`src/rtl/maze_pkg.sv`:
```
// Shared types and constants for the maze game countdown timer.
package maze_pkg;

  typedef enum logic [1:0] {
    IDLE    = 2'd0,
    RUN     = 2'd1,
    PAUSE   = 2'd2,
    EXPIRED = 2'd3
  } timer_state_t;

  typedef logic [3:0] bcd_nibble_t;

  localparam logic [7:0] BCD_ZERO = 8'h00;

  function automatic logic is_bcd(input logic [7:0] value);
    return (value[7:4] <= 4'd9) && (value[3:0] <= 4'd9);
  endfunction

endpackage

```
`src/rtl/maze_bcd_dec2.sv`:
```
// Combinational two-digit BCD decrement; also flags the 01 -> 00 step.
module maze_bcd_dec2
  import maze_pkg::*;
(
  input  logic [7:0] value,
  output logic [7:0] dec,
  output logic       is_one
);

  bcd_nibble_t ones;
  bcd_nibble_t tens;

  always_comb begin
    ones = value[3:0];
    tens = value[7:4];
    if (ones != 4'd0) begin
      dec = {tens, ones - 4'd1};
    end else begin
      dec = {tens - 4'd1, 4'd9};
    end
  end

  assign is_one = (value == 8'h01);

endmodule

```
`src/rtl/maze_game_timer.sv`:
```
// Countdown timer for the maze game: BCD seconds, freeze on request,
// timeout level once the count reaches zero.
module maze_game_timer
  import maze_pkg::*;
#(
  parameter int         TICKS     = 50000000,
  parameter int         PRE_W     = 26,
  parameter logic [7:0] START_BCD = 8'h60
) (
  input  logic       clk,
  input  logic       nst,
  input  logic       start,
  input  logic       timecheckstop,
  output logic       timeout,
  output logic [7:0] number,
  output logic       running,
  output logic       sec_tick
);

  localparam logic [PRE_W-1:0] PRE_MAX = PRE_W'(TICKS - 1);
  localparam bit PARAMS_OK = (TICKS >= 2) && is_bcd(START_BCD) &&
                             ((PRE_W >= 32) || ((64'd1 << PRE_W) >= 64'(TICKS)));

  always_comb begin : param_check
    assert (PARAMS_OK) else $error("maze_game_timer: illegal TICKS/PRE_W/START_BCD");
  end

  timer_state_t     state_reg, state_next;
  logic [PRE_W-1:0] pre_reg, pre_next;
  logic [7:0]       number_reg, number_next;
  logic             timeout_reg, timeout_next;
  logic             tick_reg, tick_next;
  logic             running_reg, running_next;

  logic [7:0] number_dec;
  logic       number_is_one;
  logic       tick_due;

  maze_bcd_dec2 u_dec (
    .value  (number_reg),
    .dec    (number_dec),
    .is_one (number_is_one)
  );

  assign tick_due = (pre_reg == PRE_MAX);

  always_ff @(posedge clk) begin
    if (!nst) begin
      state_reg   <= IDLE;
      pre_reg     <= '0;
      number_reg  <= START_BCD;
      timeout_reg <= 1'b0;
      tick_reg    <= 1'b0;
      running_reg <= 1'b0;
    end else begin
      state_reg   <= state_next;
      pre_reg     <= pre_next;
      number_reg  <= number_next;
      timeout_reg <= timeout_next;
      tick_reg    <= tick_next;
      running_reg <= running_next;
    end
  end

  always_comb begin
    state_next = state_reg;
    if (start) begin
      state_next = (START_BCD == BCD_ZERO) ? EXPIRED : RUN;
    end else begin
      case (state_reg)
        RUN: begin
          if (timecheckstop) begin
            state_next = PAUSE;
          end else if (tick_due && (number_is_one || number_reg == BCD_ZERO)) begin
            state_next = EXPIRED;
          end
        end
        PAUSE: begin
          if (!timecheckstop) begin
            state_next = RUN;
          end
        end
        default: state_next = state_reg;
      endcase
    end
  end

  // Freeze wins over a due tick, so the prescaler simply holds while paused.
  always_comb begin
    pre_next     = pre_reg;
    number_next  = number_reg;
    timeout_next = timeout_reg;
    tick_next    = 1'b0;
    running_next = (state_next == RUN);
    if (start) begin
      pre_next     = '0;
      number_next  = START_BCD;
      timeout_next = (START_BCD == BCD_ZERO);
    end else if (state_reg == RUN && !timecheckstop) begin
      if (tick_due) begin
        pre_next = '0;
        if (number_reg != BCD_ZERO) begin
          number_next = number_dec;
          tick_next   = 1'b1;
          if (number_is_one) begin
            timeout_next = 1'b1;
          end
        end
      end else begin
        pre_next = pre_reg + 1'b1;
      end
    end
  end

  assign timeout  = timeout_reg;
  assign number   = number_reg;
  assign running  = running_reg;
  assign sec_tick = tick_reg;

endmodule

```
`config.mk`:
```
export PLATFORM = sky130hd
export DESIGN_NAME = maze_game_timer
export DESIGN_NICKNAME = d
export VERILOG_FILES = /design/src/rtl/maze_pkg.sv /design/src/rtl/maze_bcd_dec2.sv /design/src/rtl/maze_game_timer.sv
export SDC_FILE = /design/constraint.sdc
export NUM_CORES = 1
export LEC_CHECK = 0
export ABC_AREA = 1
export CAP_MARGIN = 20
export CORE_ASPECT_RATIO = 1.4
export CORE_MARGIN = 4
export CORE_UTILIZATION = 40
export CTS_CLUSTER_DIAMETER = 200
export CTS_CLUSTER_SIZE = 10
export DETAILED_ROUTE_END_ITERATION = 12
export REMOVE_ABC_BUFFERS = 1
export SLEW_MARGIN = 20
export SYNTH_ARGS = -nofsm -noshare
export SYNTH_HDL_FRONTEND = slang
export SYNTH_SLANG_ARGS = --single-unit
```
`constraint.sdc`:
```
create_clock -name clk -period 4.1 [get_ports clk]
set_clock_uncertainty 0.2 [all_clocks]
set_input_delay 0.615 -clock clk [delete_from_list [all_inputs] [get_ports clk]]
set_output_delay 0.615 -clock clk [all_outputs]
set_load 0.01 [all_outputs]
```
# ---- Word-level counts from Yosys, hierarchy flattened
# Index checks and enable logic that the tools add are counted.
dict set report totals {
  output_inout_bits 11
  register_bits 39
  in_bits 4
  word_cells 39
}
dict set report classes {
  muxes 8
  eq_ne 5
  bitwise_logic 4
  reduce_logical 12
  addsub 3
}
# cell count
set op_table {}
lappend op_table {{$add 26x1->26 const B} 1}
lappend op_table {{$eq 26x26->1 const B} 1}
lappend op_table {{$mux 26} 1}
lappend op_table {{$eq 8x1->1 const B} 1}
lappend op_table {{$logic_not 8->1} 1}
lappend op_table {{$mux 2} 4}
lappend op_table {{$reduce_and 4->1} 2}
lappend op_table {{$reduce_bool 8->1} 1}
lappend op_table {{$sub 4x1->4 const B} 2}
lappend op_table {{$eq 2x1->1 const B} 2}
lappend op_table {{$mux 4} 1}
lappend op_table {{$not 1->1} 4}
lappend op_table {{$pmux 2 s2} 1}
lappend op_table {{$reduce_bool 4->1} 1}
lappend op_table {{$reduce_or 4->1} 1}
lappend op_table {{$reduce_and 3->1} 1}
lappend op_table {{$eq 2x2->1 const B} 1}
lappend op_table {{$logic_and 1x1->1} 2}
lappend op_table {{$reduce_or 2->1} 1}
lappend op_table {{$logic_not 1->1} 1}
lappend op_table {{$logic_or 1x1->1} 1}
lappend op_table {{$mux 1} 1}

# ---- Logic depth before layout (Yosys ltp)
dict set report depth {
  depth_word 8
  depth_mapped 13
  ltp_nobuf 13
}

# ---- Hierarchy
# From an unflattened synthesis, not the netlist that was laid out.
dict set report hier_totals {
  hier_cells 317
  hier_area_um2 2230.9
}
# module cells_per_inst seq_area_each_um2 area_each_um2 n_inst
set by_module_without_submodules {}
lappend by_module_without_submodules {maze_game_timer 280 780.7 2018.2 1}
lappend by_module_without_submodules {maze_bcd_dec2 37 0.0 212.7 1}

# ---- Least setup slack after synthesis
# OpenSTA, ideal clock, no wires.
dict set report synth_path {
  path_type {input port to flip-flop}
  from {in timecheckstop}
  to {reg pre_reg[25]}
  setup_time_ns 0.115
  n_path_buf 1
  arrival_time_ns 1.539
  required_ns 3.785
  stages 9
  path_slack_ns 2.246
  cell_sequence {nor2_2 > buf_6 > nand2_1 > nor4_2 > nand3_2 > nor2_2 > nand3_1 > nand2_1 > nor2_1}
}
dict set report synth_via {
  elab_chain_cells 2
}
# item line
set synth_rtl {}
lappend synth_rtl {{from (decl)} maze_game_timer.sv:13} ;# input logic timecheckstop,
lappend synth_rtl {{$logic_not 1->1} maze_game_timer.sv:99} ;# end else if (state_reg == RUN && !timecheckstop) begin
lappend synth_rtl {{$logic_and 1x1->1} maze_game_timer.sv:99}
lappend synth_rtl {{to (signal assigned)} maze_game_timer.sv:57} ;# pre_reg <= pre_next;
lappend synth_rtl {{to (decl)} maze_game_timer.sv:29} ;# logic [PRE_W-1:0] pre_reg, pre_next;
# Every way passes these cells.
# A chain may end at the register's enable or synchronous reset.

# ---- Worst setup path after layout
dict set report layout_path {
  from {in timecheckstop}
  to {reg pre_reg[18]}
}
# Same word-level chain as after synthesis.

==> flow_summary.ini <==
[run_status]
status = finished clean

[sta]
tns_ns = 0
clock.fmax_ghz = 0.387
slew_headroom_pct = 61.8
fin_crit_ns = 2.58
fin_crit_sh_pct = 63.0
whs_ns = 0.255
finalHoldViolCount = 0
worst_pin_slew_ns = 0.573
rsz0062_at_grt = no
setup_viol = 0
slew_violations = 0

[setup_path]
path_class = input port to flop
reg2reg_slack_ns = 1.70
cp_max_fo = 11
crit_start = timecheckstop
cp.required_ns = 4.08
ff2ff_path_depth = 11
end_kind = flop
worstSetupStartpointType = input port
r2r_end = pre_reg[18]
crit-reg2reg-launch = state_reg[1]
arrival_ns = 2.56

[place]
gp_congestion = 0.858
io_buffers = 14
postPlaceCellArea_mm2 = 0.00229
dp.cells = 364
place_hpwl_um = 3440

[clock_tree]
cts_hold_buffers = 0
clock_path_buffers = 2
cts_repair_resize_count = 0
clock_sinks = 39
htreeDepth = 2
path_clk_slew_ns = 0.08
insertion_delay_ns = 0.30
clock-root-buffer = clkbuf_8
cts_buffers = 5
post-cts-setup-buffers = 0
tritoncts = built

[hold_path]
hp-start = timeout
whs_path_depth = 2
worstHoldPathType = flop to flop
min_to = timeout

[yosys]
synthDistinctLibCells = 32
synth_edf_count = 0
syn_area_per_cell_um2 = 7.22
seq_area_frac_synth_pct = 37.6
syn_inst = 288
syn_area_mm2 = 0.00208
dominantRegCellSynth = dfxtp_1
synthArstFlopShare_pct = 0
ys_ff_latch = 39
yosys_warnings = 0

[route]
drcViolationCount = 0
drt-initial-drc-count = 36
viasPerCell = 4.99
vias = 1855
antenna_left = 0
wire_per_inst_um = 11.8
wl_um = 4370
firstDrtPassIters = 4

[finish]
final_cells = 372
layout-drive-gt1-share_pct = 14.6
multiInputGateArea_mm2 = 0.00112
fillCellCount = 527
synthToLayoutAreaGrowth_pct = 14.8
seqCellArea_um2 = 781
fin_nets = 316
largest_reg_flops = 26
antenna_cells = 0
fin_area_mm2 = 0.00239
fin_util_pct = 48.2

[pwr]
vdd.ir_drop.worst_mv = 0.124
powerDensity_mw_per_mm2 = 293
p_leak_nw = 0.890

[run]
cap_violations = 0

[floorplan]
start_util_pct = 41.9
die_height_um = 93.3
io_pins = 15
coreArea_mm2 = 0.00495
fp-row-count = 30
die-area_mm2 = 0.00643
dieWidth_um = 68.9

[global_routing]
grt_pass1_wl_um = 7530
grt.overflow.total = 0
grt_pass1_vias = 1718
grt_usage_pct = 15.2
grt_max_degree = 15
antenna_found_initial = 0
==> cell usage in the layout (no fill, tap or decap), types with 2 or more instances in the layout <==
cell and count:
nand2_2 6, nor2_2 8, o21ai_1 2, dfxtp_1 39, clkbuf_8 7, clkdlybuf4s50_1 14, nand3_1 15, nor3_1 14
inv_1 35, inv_2 4, nand4_1 5, nand4_2 2, nand3b_1 2, ha_1 5, xor2_1 5, nor2_1 34
nor3_2 2, nand3_2 3, o21ai_0 11, nand2_1 53, nor2_4 8, a21oi_1 23
==> metal layers <==
layer / global-route usage, % / share of wire (%) / vias to the layer above
met5: 0 / 0 / -
met4: 6.02 / 2.4 / 0
met3: 3.61 / 2.9 / 9
met2: 25.9 / 51 / 22
met1: 17.9 / 44 / 861
li1: - / - / 963
==> worst max-delay path: stages <==
cell             delay, ns
clkdlybuf4s50_1       0.46
nor2_2                0.49
nand2_2               0.14
nor2_4                0.16
nand3_2               0.12
nor2_1                0.24
nand3_1               0.13
o21ai_0               0.16
a21oi_1               0.05
==> stage by stage <==
stage	power [W]	setup WS, ns
after floorplan	0.000408	1.99
after global placement	0.000419	1.27
after detailed placement	0.000420	1.23
after CTS	0.000707	1.53
after global routing	0.000724	1.31
final	0.000699	1.52
==> power breakdown <==
group,internal (W),switching (W)
combinational,0.00000988,0.0000183
sequential,0.000381,0.00000148
clock,0.000154,0.000135
total,0.000544,0.000154
==> cell usage after synthesis, types with 2 or more instances <==
library cell / instances / share of area (%)
inv_2: 4 / 0.72
nand2_1: 53 / 9.6
nor2_1: 34 / 6.1
ha_1: 5 / 3.0
nand2_2: 6 / 1.8
o21ai_1: 2 / 0.48
nand3b_1: 2 / 0.72
inv_1: 35 / 6.3
nor2_2: 8 / 2.4
nand3_2: 3 / 1.4
xor2_1: 5 / 2.1
dfxtp_1: 39 / 38
nor3_1: 14 / 3.4
nor3_2: 2 / 0.96
nand4_2: 2 / 1.2
o21ai_0: 11 / 2.6
nand4_1: 5 / 1.5
a21oi_1: 23 / 5.5
nor2_4: 8 / 4.3
nand3_1: 15 / 3.6
==> worst max path at each step <==
stage	end	slack [ns]	depth (start not counted)
after CTS	pre_reg[18]	1.53	9
after global placement	pre_reg[18]	1.27	9
after floorplan	pre_reg[18]	1.99	8
final	pre_reg[18]	1.52	9
after global routing	pre_reg[16]	1.31	10
after detailed placement	pre_reg[18]	1.23	9
==> layout make-up <==
class / instances / share of cell area, %
clock buffers: 8 / 4.20
inverters: 40 / 6.40
repair buffers: 15 / 6.19
multi-input cells: 206 / 47.1
flip-flops and latches: 39 / 32.7
well taps: 64 / 3.36
==> logic make-up after synthesis <==
family / synth area share, %
flip-flops: 37.6
AO/OA/AOI/OAI: 10.4
adder cells (fa/ha/maj): 3.01
AND/OR/NAND/NOR: 38.6
buffers and inverters: 8.31
XOR/XNOR: 2.11
Power figures use the tool's default switching activity.
